`config.mk`:
```
export PLATFORM = sky130hd
export DESIGN_NAME = tm1638_frame_driver
export DESIGN_NICKNAME = d
export VERILOG_FILES = /design/src/rtl/tm1638_frame_driver.sv
export SDC_FILE = /design/constraint.sdc
export NUM_CORES = 1
export LEC_CHECK = 0
export CAP_MARGIN = 20
export CORE_ASPECT_RATIO = 1.5
export CORE_MARGIN = 2
export CORE_UTILIZATION = 23
export CTS_CLUSTER_DIAMETER = 150
export DETAILED_ROUTE_END_ITERATION = 8
export SLEW_MARGIN = 20
export SYNTH_ARGS = -nofsm -noshare
export SYNTH_HDL_FRONTEND = slang
export SYNTH_SLANG_ARGS = --single-unit
export TNS_END_PERCENT = 100
```
`constraint.sdc`:
```
create_clock -name clk -period 6.3 [get_ports clk]
set_input_delay 1.26 -clock clk [delete_from_list [all_inputs] [get_ports clk]]
set_output_delay 1.26 -clock clk [all_outputs]
set_load 0.03 [all_outputs]
```
`src/rtl/tm1638_frame_driver.sv`:
```
// TM1638 frame writer: shows val1:val0 as four hex digits using one auto-increment
// frame (data command, address + 16 bytes, display control) on STB/CLK/DIO.
module tm1638_frame_driver #(
    parameter int unsigned CLK_DIV = 4,
    parameter logic [2:0]  BRIGHT  = 3'd7
) (
    input  logic       clk,
    input  logic       rst,
    input  logic       start,
    input  logic [7:0] val0,
    input  logic [7:0] val1,
    output logic       busy,
    output logic       done,
    output logic       tm_stb,
    output logic       tm_clk,
    output logic       tm_dio
);

    localparam int unsigned DIV_W = 8;
    localparam int unsigned BIT_W = 3;
    localparam int unsigned ADR_W = 4;
    localparam int unsigned BYTE_W = 8;

    localparam logic [DIV_W-1:0]  DIV_LAST = DIV_W'(CLK_DIV - 1);
    localparam logic [BIT_W-1:0]  BIT_LAST = 3'd7;
    localparam logic [ADR_W-1:0]  ADR_LAST = 4'hF;
    localparam logic [BYTE_W-1:0] CMD_DATA = 8'h40;
    localparam logic [BYTE_W-1:0] CMD_ADDR = 8'hC0;
    localparam logic [BYTE_W-1:0] CMD_DISP = {5'b10001, BRIGHT};

    localparam logic [2:0] S_IDLE = 3'd0;
    localparam logic [2:0] S_CMD1 = 3'd1;
    localparam logic [2:0] S_GAP1 = 3'd2;
    localparam logic [2:0] S_ADDR = 3'd3;
    localparam logic [2:0] S_DATA = 3'd4;
    localparam logic [2:0] S_GAP2 = 3'd5;
    localparam logic [2:0] S_CMD3 = 3'd6;
    localparam logic [2:0] S_GAP3 = 3'd7;

    logic [2:0]        state,    state_n;
    logic [DIV_W-1:0]  div_cnt,  div_n;
    logic              setup,    setup_n;
    logic              clk_lo,   clk_lo_n;
    logic [BIT_W-1:0]  bit_cnt,  bit_n;
    logic [ADR_W-1:0]  byte_cnt, byte_n;
    logic [BYTE_W-1:0] sh,       sh_n;
    logic [BYTE_W-1:0] lat0,     lat0_n;
    logic [BYTE_W-1:0] lat1,     lat1_n;
    logic              busy_n, done_n, stb_n, sclk_n, dio_n;
    logic              tick, slot_n;

    // Seven-segment pattern, dp=bit7 off, gfedcba in bits 6..0.
    function automatic logic [BYTE_W-1:0] hex7(input logic [3:0] nib);
        logic [BYTE_W-1:0] seg;
        seg = 8'h00;
        case (nib)
            4'h0: seg = 8'h3F;
            4'h1: seg = 8'h06;
            4'h2: seg = 8'h5B;
            4'h3: seg = 8'h4F;
            4'h4: seg = 8'h66;
            4'h5: seg = 8'h6D;
            4'h6: seg = 8'h7D;
            4'h7: seg = 8'h07;
            4'h8: seg = 8'h7F;
            4'h9: seg = 8'h6F;
            4'hA: seg = 8'h77;
            4'hB: seg = 8'h7C;
            4'hC: seg = 8'h39;
            4'hD: seg = 8'h5E;
            4'hE: seg = 8'h79;
            default: seg = 8'h71;
        endcase
        return seg;
    endfunction

    // Display RAM content: even addresses 0,2,4,6 are grids 1..4, everything else blank.
    function automatic logic [BYTE_W-1:0] ram_byte(input logic [ADR_W-1:0] adr,
                                                   input logic [BYTE_W-1:0] hi,
                                                   input logic [BYTE_W-1:0] lo);
        logic [3:0]        nib;
        logic [BYTE_W-1:0] res;
        nib = 4'h0;
        case (adr[2:1])
            2'd0:    nib = hi[7:4];
            2'd1:    nib = hi[3:0];
            2'd2:    nib = lo[7:4];
            default: nib = lo[3:0];
        endcase
        res = (adr[0] || adr[3]) ? 8'h00 : hex7(nib);
        return res;
    endfunction

    always_ff @(posedge clk) begin
        if (rst) begin
            state    <= S_IDLE;
            div_cnt  <= '0;
            setup    <= 1'b0;
            clk_lo   <= 1'b0;
            bit_cnt  <= '0;
            byte_cnt <= '0;
            sh       <= '0;
            lat0     <= '0;
            lat1     <= '0;
            busy     <= 1'b0;
            done     <= 1'b0;
            tm_stb   <= 1'b1;
            tm_clk   <= 1'b1;
            tm_dio   <= 1'b1;
        end else begin
            state    <= state_n;
            div_cnt  <= div_n;
            setup    <= setup_n;
            clk_lo   <= clk_lo_n;
            bit_cnt  <= bit_n;
            byte_cnt <= byte_n;
            sh       <= sh_n;
            lat0     <= lat0_n;
            lat1     <= lat1_n;
            busy     <= busy_n;
            done     <= done_n;
            tm_stb   <= stb_n;
            tm_clk   <= sclk_n;
            tm_dio   <= dio_n;
        end
    end

    // Next-state logic; line levels are derived from the next state so they stay registered.
    always_comb begin
        state_n  = state;
        div_n    = div_cnt;
        setup_n  = setup;
        clk_lo_n = clk_lo;
        bit_n    = bit_cnt;
        byte_n   = byte_cnt;
        sh_n     = sh;
        lat0_n   = lat0;
        lat1_n   = lat1;
        tick     = (div_cnt == DIV_LAST);

        if (state != S_IDLE) begin
            div_n = tick ? '0 : div_cnt + 8'd1;
        end

        case (state)
            S_IDLE: begin
                if (start) begin
                    state_n  = S_CMD1;
                    lat0_n   = val0;
                    lat1_n   = val1;
                    div_n    = '0;
                    setup_n  = 1'b1;
                    clk_lo_n = 1'b0;
                    bit_n    = '0;
                    sh_n     = CMD_DATA;
                end
            end
            S_CMD1, S_ADDR, S_DATA, S_CMD3: begin
                if (tick) begin
                    if (setup) begin
                        setup_n  = 1'b0;
                        clk_lo_n = 1'b1;
                    end else if (clk_lo) begin
                        clk_lo_n = 1'b0;
                    end else if (bit_cnt != BIT_LAST) begin
                        // Next bit goes onto DIO together with the falling CLK.
                        bit_n    = bit_cnt + 3'd1;
                        sh_n     = {1'b0, sh[7:1]};
                        clk_lo_n = 1'b1;
                    end else begin
                        bit_n = '0;
                        case (state)
                            S_CMD1: state_n = S_GAP1;
                            S_ADDR: begin
                                state_n  = S_DATA;
                                byte_n   = '0;
                                sh_n     = ram_byte(4'h0, lat1, lat0);
                                clk_lo_n = 1'b1;
                            end
                            S_DATA: begin
                                if (byte_cnt != ADR_LAST) begin
                                    byte_n   = byte_cnt + 4'd1;
                                    sh_n     = ram_byte(byte_cnt + 4'd1, lat1, lat0);
                                    clk_lo_n = 1'b1;
                                end else begin
                                    state_n = S_GAP2;
                                end
                            end
                            default: state_n = S_GAP3;
                        endcase
                    end
                end
            end
            S_GAP1: begin
                if (tick) begin
                    state_n = S_ADDR;
                    setup_n = 1'b1;
                    sh_n    = CMD_ADDR;
                end
            end
            S_GAP2: begin
                if (tick) begin
                    state_n = S_CMD3;
                    setup_n = 1'b1;
                    sh_n    = CMD_DISP;
                end
            end
            S_GAP3: begin
                if (tick) begin
                    state_n = S_IDLE;
                end
            end
            default: state_n = S_IDLE;
        endcase

        slot_n = (state_n == S_CMD1) || (state_n == S_ADDR) ||
                 (state_n == S_DATA) || (state_n == S_CMD3);
        busy_n = (state_n != S_IDLE);
        done_n = (state_n == S_GAP3) && (div_n == DIV_LAST);
        stb_n  = !slot_n;
        sclk_n = !(slot_n && clk_lo_n);
        dio_n  = slot_n ? sh_n[0] : 1'b1;
    end

endmodule
```
==> impl_metrics.toml, run 1 <==
[timing]
hold_violations = 0
tns_ns = 0
hold_ws_ns = 0.4543
fmax_ghz = 0.3068
grt_setup_unrepaired = "false"
worstMarginPinSlew_ns = 0.8570
skew_ns = 0.006272
setup_violations = 0
min_period_over_period_pct = 51.73
slew_headroom_pct = 42.83
maxSlewViolCount = 0
fin_crit_ns = 3.259

[placed_design]
buffer_ports.inserted = 23
dpl.hpwl_um = 6587
place_congestion = 0.8878
placedInstanceArea_um2 = 3739

[synthesis]
synth_flop_cell = "dfxtp_1"
yosysTopAreaCellShare_pct = 29.16
syn_area_um2 = 3364
yosysSeqAreaShare_pct = 29.16
ys_ff_latch = 49
yosys-top-cells-area = "dfxtp_1 (29%), a21oi_1 (6.8%), nand2_1 (6.4%)"
synth_nets = 457
yosys_warnings = 0
syn_area_per_cell_um2 = 7.973
synth_top_area_cell = "dfxtp_1"
synth_edf_count = 0
syn-instance-count = 422
synth-async-reset-ratio_pct = 0
synth.distinct_cells = 66

[critical_path]
max_stage_delay_ns = 0.72
crit_fanout = 11
startpoint_type = "register"
crit_arrival_ns = 3.46
crit_cells = 10
worstPathRequired_ns = 6.50
path_cells = "ha_1 > xor2_2 > mux4_1 > inv_1 > ha_1 > inv_1 > mux2i_1 > mux2i_1 > o311a_1 > a211oi_1"
crit_slowest_cell = "mux4_1"
r2r-start = "byte_cnt[0]"
critical_path.top_delay_family = "multiplexers"
crit_buf_inv = 2
worstSetupPathType = "reg2reg"
ff2ff_setup_slack_ns = 3.04
worstRegToRegCells = 10
rr_endpoint = "sh[3]"
end_kind = "register"

[cts]
cts_max_path_buffers = 2
tritoncts = "done"
cts_hold_buf = 0
cts_root_buf = "clkbuf_16"
cts_resized = 0
cts_made_buffers = 5
ctsHtreeMaxLevel = 2
clock_sinks = 49
post_cts.repair.setup_buffers = 0
clk_latency_ns = 0.29
cts.reportedPaths.clkPinSlew_ns = 0.07

[routing]
ant_nets = 0
dr.pass1.iters = 4
drt_iter0_markers = 109
drt_drc_violations_left = 0
viasPerCell = 4.970
drt_wl_total_um = 8982
vias = 3101
wl_per_cell_um = 14.39

[worst_hold_path]
hold_start = "lat1[2]"
min_path_type = "reg2reg"
whs_endpoint = "lat1[2]"
whs_path_depth = 2

[power]
design_power_total_mw = 0.8331
p_per_area_nw_per_um2 = 212.1
ir_drop_uv = 97.80
leakage_nw = 1.319

[flow_run]
drv_cap = 0

[die]
core_um2 = 14460
initial_utilization_pct = 23.27
die_x_um = 102.8
num_io_pins = 24
dieArea_um2 = 15630
rows = 54
die_h_um = 152.1

[finish]
syn_to_final_growth_pct = 16.77
nNetsFinal = 462
fillers = 1594
post-route-cell-area_um2 = 3929
diodes = 0
drive_gt1_share_pct = 8.645

[global_route]
grt_max_degree = 49
track_usage_pct = 11.29
antenna_found_initial = 0
grt_overflow = 0
grt_pass1_vias = 3001
grt_pass1_wl_um = 14490

[outcome]
run_status = "finished, final reports clean"
-- synthesized netlist by cell type (3+ instances only) --
| cell | count |
|---|---|
| nor2_1 | 36 |
| and3_1 | 4 |
| mux2_2 | 6 |
| nor4_1 | 4 |
| clkbuf_1 | 22 |
| a22oi_1 | 3 |
| buf_2 | 3 |
| xnor2_1 | 3 |
| or3_1 | 4 |
| nand3_1 | 13 |
| nor2b_1 | 5 |
| a31oi_1 | 7 |
| o2bb2ai_1 | 3 |
| mux2i_1 | 14 |
| nand2_1 | 57 |
| nand3b_1 | 4 |
| and2_1 | 3 |
| o211ai_1 | 7 |
| inv_1 | 13 |
| ha_1 | 16 |
| a211oi_1 | 7 |
| o21ai_0 | 25 |
| nor3_1 | 8 |
| a21oi_1 | 46 |
| dfxtp_1 | 49 |
| nand2b_1 | 6 |
-- metrics by stage --
| step | setup slack [ns] | std cells | utilization [%] |
|---|---|---|---|
| 3_5_place_dp | 2.832 | 616 | 25.86 |
| 4_1_cts | 3.053 | 624 | 27.17 |
| 2_1_floorplan | 3.539 | 422 | - |
| 3_3_place_gp | 2.906 | 616 | 25.86 |
| 5_1_grt | 2.845 | 624 | 27.17 |
| 6_report | 3.041 | 624 | 27.17 |
-- layer usage --
layer  vias to the layer above  GRT usage, %  part of all wire, %  wire (um)
li1                       1545             -                    -          -
met1                      1462         12.82                   42       3788
met2                        73         20.45                   52       4651
met3                        21         1.697                  2.9        260
met4                         0         4.699                  3.1        280
met5                         -             0                    0          0
-- cell families (layout without fill, tap and decap cells) --
kind of cell | after synthesis | after routing | share of synthesized area, %
AO/OA/AOI/OAI | 124 | 124 | 24.88
XOR/XNOR | 6 | 6 | 1.785
adder cells (fa/ha/maj) | 16 | 16 | 5.950
buffers and inverters | 39 | 45 | 4.686
flip-flops | 49 | 49 | 29.16
multiplexers | 24 | 24 | 8.702
AND/OR/NAND/NOR | 164 | 164 | 24.84
-- flip-flops by register name (all words and copies together), names as in the netlist, 3 cells and up --
| register | flops |
|---|---|
| div_cnt | 8 |
| lat0 | 8 |
| lat1 | 8 |
| sh | 8 |
| byte_cnt | 4 |
| bit_cnt | 3 |
| state | 3 |
-- cell usage in the layout (no fill, tap or decap), types with 3 or more instances in the layout --
master | synthesis | layout
or3_1 | 4 | 4
xnor2_1 | 3 | 3
clkdlybuf4s50_1 | 0 | 23
inv_1 | 13 | 13
nor2_1 | 36 | 36
clkbuf_16 | 0 | 5
o211ai_1 | 7 | 7
a22oi_1 | 3 | 3
mux2i_1 | 14 | 14
ha_1 | 16 | 16
a31oi_1 | 7 | 7
a211oi_1 | 7 | 7
a21oi_1 | 46 | 46
nand2b_1 | 6 | 6
nor4_1 | 4 | 4
mux2_2 | 6 | 6
nor2b_1 | 5 | 5
and2_1 | 3 | 3
dfxtp_1 | 49 | 49
o21ai_0 | 25 | 25
nor3_1 | 8 | 8
nand2_1 | 57 | 57
nand3_1 | 13 | 13
and3_1 | 4 | 4
nand3b_1 | 4 | 4
o2bb2ai_1 | 3 | 3
-- report_power, final --
group	leakage [nW]	internal, mW	switching (mW)
logic	0.826	0.0598	0.0862
clock network	0.0938	0.227	0.118
registers	0.400	0.325	0.0170
-- worst min-delay path: stages, from the launching register on --
cell     delay, ns
dfxtp_1       0.31
nand2_1       0.05
a21oi_1       0.05
-- cell type report --
| class | count | area [um^2] | share of cell area (%) |
|---|---|---|---|
| timing repair buffer | 24 | 237.7 | 6.051 |
| sequential | 49 | 980.9 | 24.97 |
| inverter | 13 | 48.80 | 1.242 |
| clock buffer | 5 | 125.1 | 3.185 |
| multi-input combinational | 334 | 2226 | 56.66 |
| tap | 196 | 245.2 | 6.242 |
| clock inverter | 3 | 65.06 | 1.656 |
-- how the worst max path moves through the flow --
stage                 from     end  slack, ns
3_5_place_dp         start    done       2.83
5_1_grt        byte_cnt[0]  tm_dio       2.85
3_3_place_gp         start    done       2.91
2_1_floorplan  byte_cnt[0]   sh[6]       3.54
6_report       byte_cnt[0]   sh[3]       3.04
4_1_cts        byte_cnt[0]   sh[3]       3.05
(Power assumes the default switching activity.)
==> inputs of run 2 (changes only) <==
==> constraint.sdc (replaced) <==
create_clock -name clk -period 2.8 [get_ports clk]
set_input_delay 0.56 -clock clk [delete_from_list [all_inputs] [get_ports clk]]
set_output_delay 0.56 -clock clk [all_outputs]
set_load 0.03 [all_outputs]
==> run 2 against run 1 <==
Global-route usage up 0.71 points. Via count is 3.8% higher. Final cell count up 3.8%. Non-clock buffer count grew 24. Critical path depth shrank 2. Clock skew decreased by 0.0014 ns. Worst hold slack got worse by 0.0036 ns. Die area stayed put. Critical path type unchanged.
==> impl_metrics.toml, run 2 (same netlist as run 1, synthesis figures left out) <==
[cts]
tritoncts = "done"
cts.reportedPaths.clkPinSlew_ns = 0.07
cts_max_path_buffers = 2
cts_root_buf = "clkbuf_16"
post_cts.repair.setup_buffers = 0
clock_sinks = 49
cts_resized = 0
cts_made_buffers = 5
clk_latency_ns = 0.29
ctsHtreeMaxLevel = 2
cts_hold_buf = 0

[global_route]
grt_max_degree = 38
grt_use_met3_pct = 1.927
antenna_found_initial = 0
grt_pass1_wl_um = 15370
grt_overflow = 0
use_met2_pct = 20.57
grtUsageMet1_pct = 14.08
grt_pass1_vias = 3238
track_usage_pct = 12.00
gr-max-usage-layer = "met2"

[die]
core_um2 = 14460
rows = 54
dieArea_um2 = 15630
num_io_pins = 24
die_h_um = 152.1
initial_utilization_pct = 23.27
die_x_um = 102.8

[worst_hold_path]
whs_path_depth = 2
min_path_type = "reg2reg"

[placed_design]
buffer_ports.inserted = 23
dpl.hpwl_um = 6861
place_congestion = 0.9070

[finish]
ff_latch_area_um2 = 980.9
nNetsFinal = 486
fillers = 1600
layout_common_cells = "nand2_1 (57), dfxtp_1 (49), a21oi_1 (46), nor2_1 (36)"
drive_gt1_share_pct = 14.16
multi_input_area_um2 = 2230
syn_to_final_growth_pct = 21.83
final_common_cell = "nand2_1"
diodes = 0

[critical_path]
worstPathRequired_ns = 3.02
max_stage_delay_ns = 0.63
crit_arrival_ns = 2.89
crit_fanout = 6
crit_buf_inv = 0
worstSetupPathType = "reg2reg"
startpoint_type = "register"
critical_path.top_delay_family = "multiplexers"
crit_cells = 8
path_cells = "ha_1 > xor2_2 > mux4_2 > ha_2 > mux2_2 > a2111oi_4 > nor3_1 > a211oi_2"
end_kind = "register"
crit_slowest_cell = "mux4_2"
worstRegToRegCells = 8

[timing]
fmax_ghz = 0.3744
setup_violations = 0
hold_ws_ns = 0.4507
hold_violations = 0
min_period_over_period_pct = 95.40
maxSlewViolCount = 0
tns_ns = 0
grt_setup_unrepaired = "true"
slew_headroom_pct = 48.86
skew_ns = 0.004895
fin_crit_ns = 2.671
worstMarginPinSlew_ns = 0.7612

[power]
switching_share_pct = 28.00
p_int_mw = 1.333
switchingPower_mw = 0.5184
design_power_total_mw = 1.851
p_seq_share_pct = 41.2
p_clk_share_pct = 39.3
ir_drop_uv = 247.0
p_per_area_nw_per_um2 = 451.7
combPwrFrac_pct = 19.5
leakage_nw = 1.423

[routing]
drt_wl_total_um = 9006
wl_per_cell_um = 13.90
drt_iter0_markers = 156
dr.pass1.iters = 4
viasPerCell = 4.968
vias = 3219
drt_drc_violations_left = 0
ant_nets = 0

[outcome]
run_status = "finished, final reports clean"

[flow_run]
drv_cap = 0
## run 2: worst paths after layout
check | start | endpoint | slack (ns)
setup reg to reg | byte_cnt[0] | sh[6] | 0.13
hold reg to reg | lat0[1] | lat0[1] | 0.45
setup / recovery | byte_cnt[0] | sh[6] | 0.13
hold / removal | lat0[1] | lat0[1] | 0.45
## run 2: worst reg2reg max path: cells and delay by family, from the launching register on
family	cells	cell delay [ns]
adder cells (fa/ha/maj)	2	0.46
multiplexers	2	0.92
AO/OA/AOI/OAI	2	0.50
AND/OR/NAND/NOR	1	0.11
flip-flops	1	0.34
XOR/XNOR	1	0.27
## run 2: through the flow
step / utilization, % / setup WS, ns / area [um^2] / std cells
after detailed placement: 27.10 / 0.09004 / 3919 / 640
after global placement: 27.10 / 0.1506 / 3919 / 640
final: 28.35 / 0.1289 / 4099 / 648
after floorplan: - / 0.03930 / 3364 / 422
after global routing: 28.35 / -0.01668 / 4099 / 648
after CTS: 28.32 / 0.05910 / 4095 / 648
## run 2: power groups by stage
stage / logic [mW] / clock network (mW) / registers [mW]
6_report: 0.362 / 0.727 / 0.763
5_1_grt: 0.398 / 0.761 / 0.768
4_1_cts: 0.361 / 0.736 / 0.762
3_5_place_dp: 0.359 / 0 / 0.778
3_3_place_gp: 0.353 / 0 / 0.778
2_1_floorplan: 0.232 / 0 / 0.778
## run 2: area by class of cell
cell class | count | area share [%]
clock buffer | 6 | 3.388
clock inverter | 2 | 0.9158
inverter | 13 | 1.190
multi-input combinational | 334 | 54.40
sequential | 49 | 23.93
tap | 196 | 5.983
timing repair buffer | 48 | 10.20
## run 2: per-layer routing
metal | routed length (um) | part of all wire, % | vias to the layer above
li1 | - | - | 1588
met1 | 3722 | 41 | 1527
met2 | 4520 | 50 | 75
met3 | 331 | 3.7 | 29
met4 | 433 | 4.8 | 0
met5 | 0 | 0 | -
==> inputs of run 3 (changes only) <==
--- a/config.mk
+++ b/config.mk
@@ -11,6 +11,8 @@
 export CORE_UTILIZATION = 23
 export CTS_CLUSTER_DIAMETER = 150
 export DETAILED_ROUTE_END_ITERATION = 8
+export RECOVER_POWER = 100
+export SKIP_LAST_GASP = 1
 export SLEW_MARGIN = 20
 export SYNTH_ARGS = -nofsm -noshare
 export SYNTH_HDL_FRONTEND = slang
==> run 3 against run 2 <==
Sequential share of layout area is 0.12 points higher. Clock-buffer cell count did not move. Worst hold slack about the same. Register-to-register slack barely moved. Non-clock buffer count unchanged. Via count grew 0.19%. Sequential power about the same. Sequential cell count unchanged. Final cell count stayed put. Combinational power fell by 1%.
==> impl_metrics.toml, run 3 (same netlist as run 1, synthesis figures left out) <==
[outcome]
run_status = "finished, final reports clean"

[timing]
slew_headroom_pct = 49.12
grt_setup_unrepaired = "true"
skew_ns = 0.005407
hold_ws_ns = 0.4509
min_period_over_period_pct = 95.52
worstMarginPinSlew_ns = 0.7632
tns_ns = 0
hold_violations = 0
fmax_ghz = 0.3739
setup_violations = 0
maxSlewViolCount = 0
fin_ws_ns = 0.1253
fin_crit_ns = 2.675

[critical_path]
startpoint_type = "register"
worstRegToRegCells = 8
path_cells = "ha_1 > xor2_2 > mux4_2 > ha_2 > mux2_2 > a2111oi_4 > nor3_1 > a211oi_2"
end_kind = "register"
worstSetupPathType = "reg2reg"
crit_fanout = 6
ff2ff_setup_slack_ns = 0.13
worstPathRequired_ns = 3.02
crit_slowest_cell = "mux4_2"
crit_arrival_ns = 2.89
max_stage_delay_ns = 0.63

[die]
core_um2 = 14460
rows = 54
dieArea_um2 = 15630
initial_utilization_pct = 23.27
die_x_um = 102.8
num_io_pins = 24
die_h_um = 152.1

[cts]
clock_sinks = 49
cts_max_path_buffers = 2
cts_root_buf = "clkbuf_16"
ctsHtreeMaxLevel = 2
cts_made_buffers = 5
cts.reportedPaths.clkPinSlew_ns = 0.07
tritoncts = "done"
post_cts.repair.setup_buffers = 0
clk_latency_ns = 0.29

[finish]
syn_to_final_growth_pct = 21.23
fillers = 1605
final_common_cell = "nand2_1"
layout_common_cells = "nand2_1 (58), dfxtp_1 (49), a21oi_1 (46), nor2_1 (36), o21ai_0 (25)"
utilization_pct = 28.21
nNetsFinal = 486
diodes = 0
drive_gt1_share_pct = 13.05

[global_route]
grt_pass1_vias = 3238
grt_max_degree = 38
track_usage_pct = 12.00
antenna_found_initial = 0
grt_pass1_wl_um = 15370
grt_overflow = 0

[routing]
drt_drc_violations_left = 0
ant_nets = 0
drt_iter0_markers = 174
viasPerCell = 4.977
drt_wl_total_um = 9046
wl_per_cell_um = 13.96
vias = 3225
dr.pass1.iters = 4

[placed_design]
dp_worst_setup_slack_ns = 0.09004
buffer_ports.inserted = 23
place_congestion = 0.9070
dpl.hpwl_um = 6861

[power]
p_per_area_nw_per_um2 = 452.4
leakage_nw = 1.410
design_power_total_mw = 1.845
ir_drop_uv = 246.9

[worst_hold_path]
whs_path_depth = 2
min_path_type = "reg2reg"

[flow_run]
drv_cap = 0
==> run 3: worst max-delay path: cells and delay by family, from the launching register on <==
family,cells,cell delay (ns)
muxes,2,0.92
AOI/OAI and AO/OA,2,0.50
adders and majority gates,2,0.46
DFF,1,0.34
xor gates and xnor gates,1,0.27
and+or+nand+nor,1,0.11
==> run 3: routing by layer <==
metal / wire, um / vias to the layer above / part of all wire (%) / GRT usage, %
met3: 345 / 26 / 3.8 / 1.927
met5: 0 / - / 0 / 0
met2: 4567 / 81 / 50 / 20.57
li1: - / 1589 / - / -
met4: 394 / 0 / 4.4 / 6.140
met1: 3739 / 1529 / 41 / 14.08
==> run 3: where the power goes <==
group | switching, mW | internal (mW)
combinational | 0.206 | 0.151
sequential | 0.0315 | 0.731
clock | 0.279 | 0.446
total | 0.517 | 1.33
==> run 3: path summary, 6_finish.rpt <==
path	startpoint	endpoint
setup / recovery	byte_cnt[0]	sh[6]
hold reg to reg	lat0[1]	lat0[1]
hold / removal	lat0[1]	lat0[1]
setup reg to reg	byte_cnt[0]	sh[6]
==> run 3: timing repair <==
| action | 4_1_cts | 5_1_grt |
|---|---|---|
| hold buffers | 0 | 0 |
| gates resized for setup | 0 | 3 |
| setup endpoints to repair | 0 | 5 |
==> run 3: area by class of cell <==
class / count / area, um^2 / share of cell area, %
Tap cell: 196 / 245.2 / 6.012
Clock inverter: 2 / 37.54 / 0.9202
Sequential cell: 49 / 980.9 / 24.05
Multi-Input combinational cell: 334 / 2221 / 54.45
Timing Repair Buffer: 48 / 406.6 / 9.969
Clock buffer: 6 / 138.9 / 3.405
Inverter: 13 / 48.80 / 1.196
==> run 3: through the flow <==
| stage | std cells | area, um^2 |
|---|---|---|
| final | 648 | 4079 |
| after global routing | 648 | 4079 |
| after CTS | 648 | 4095 |
| after detailed placement | 640 | 3919 |
| after global placement | 640 | 3919 |
| after floorplan | 422 | 3364 |
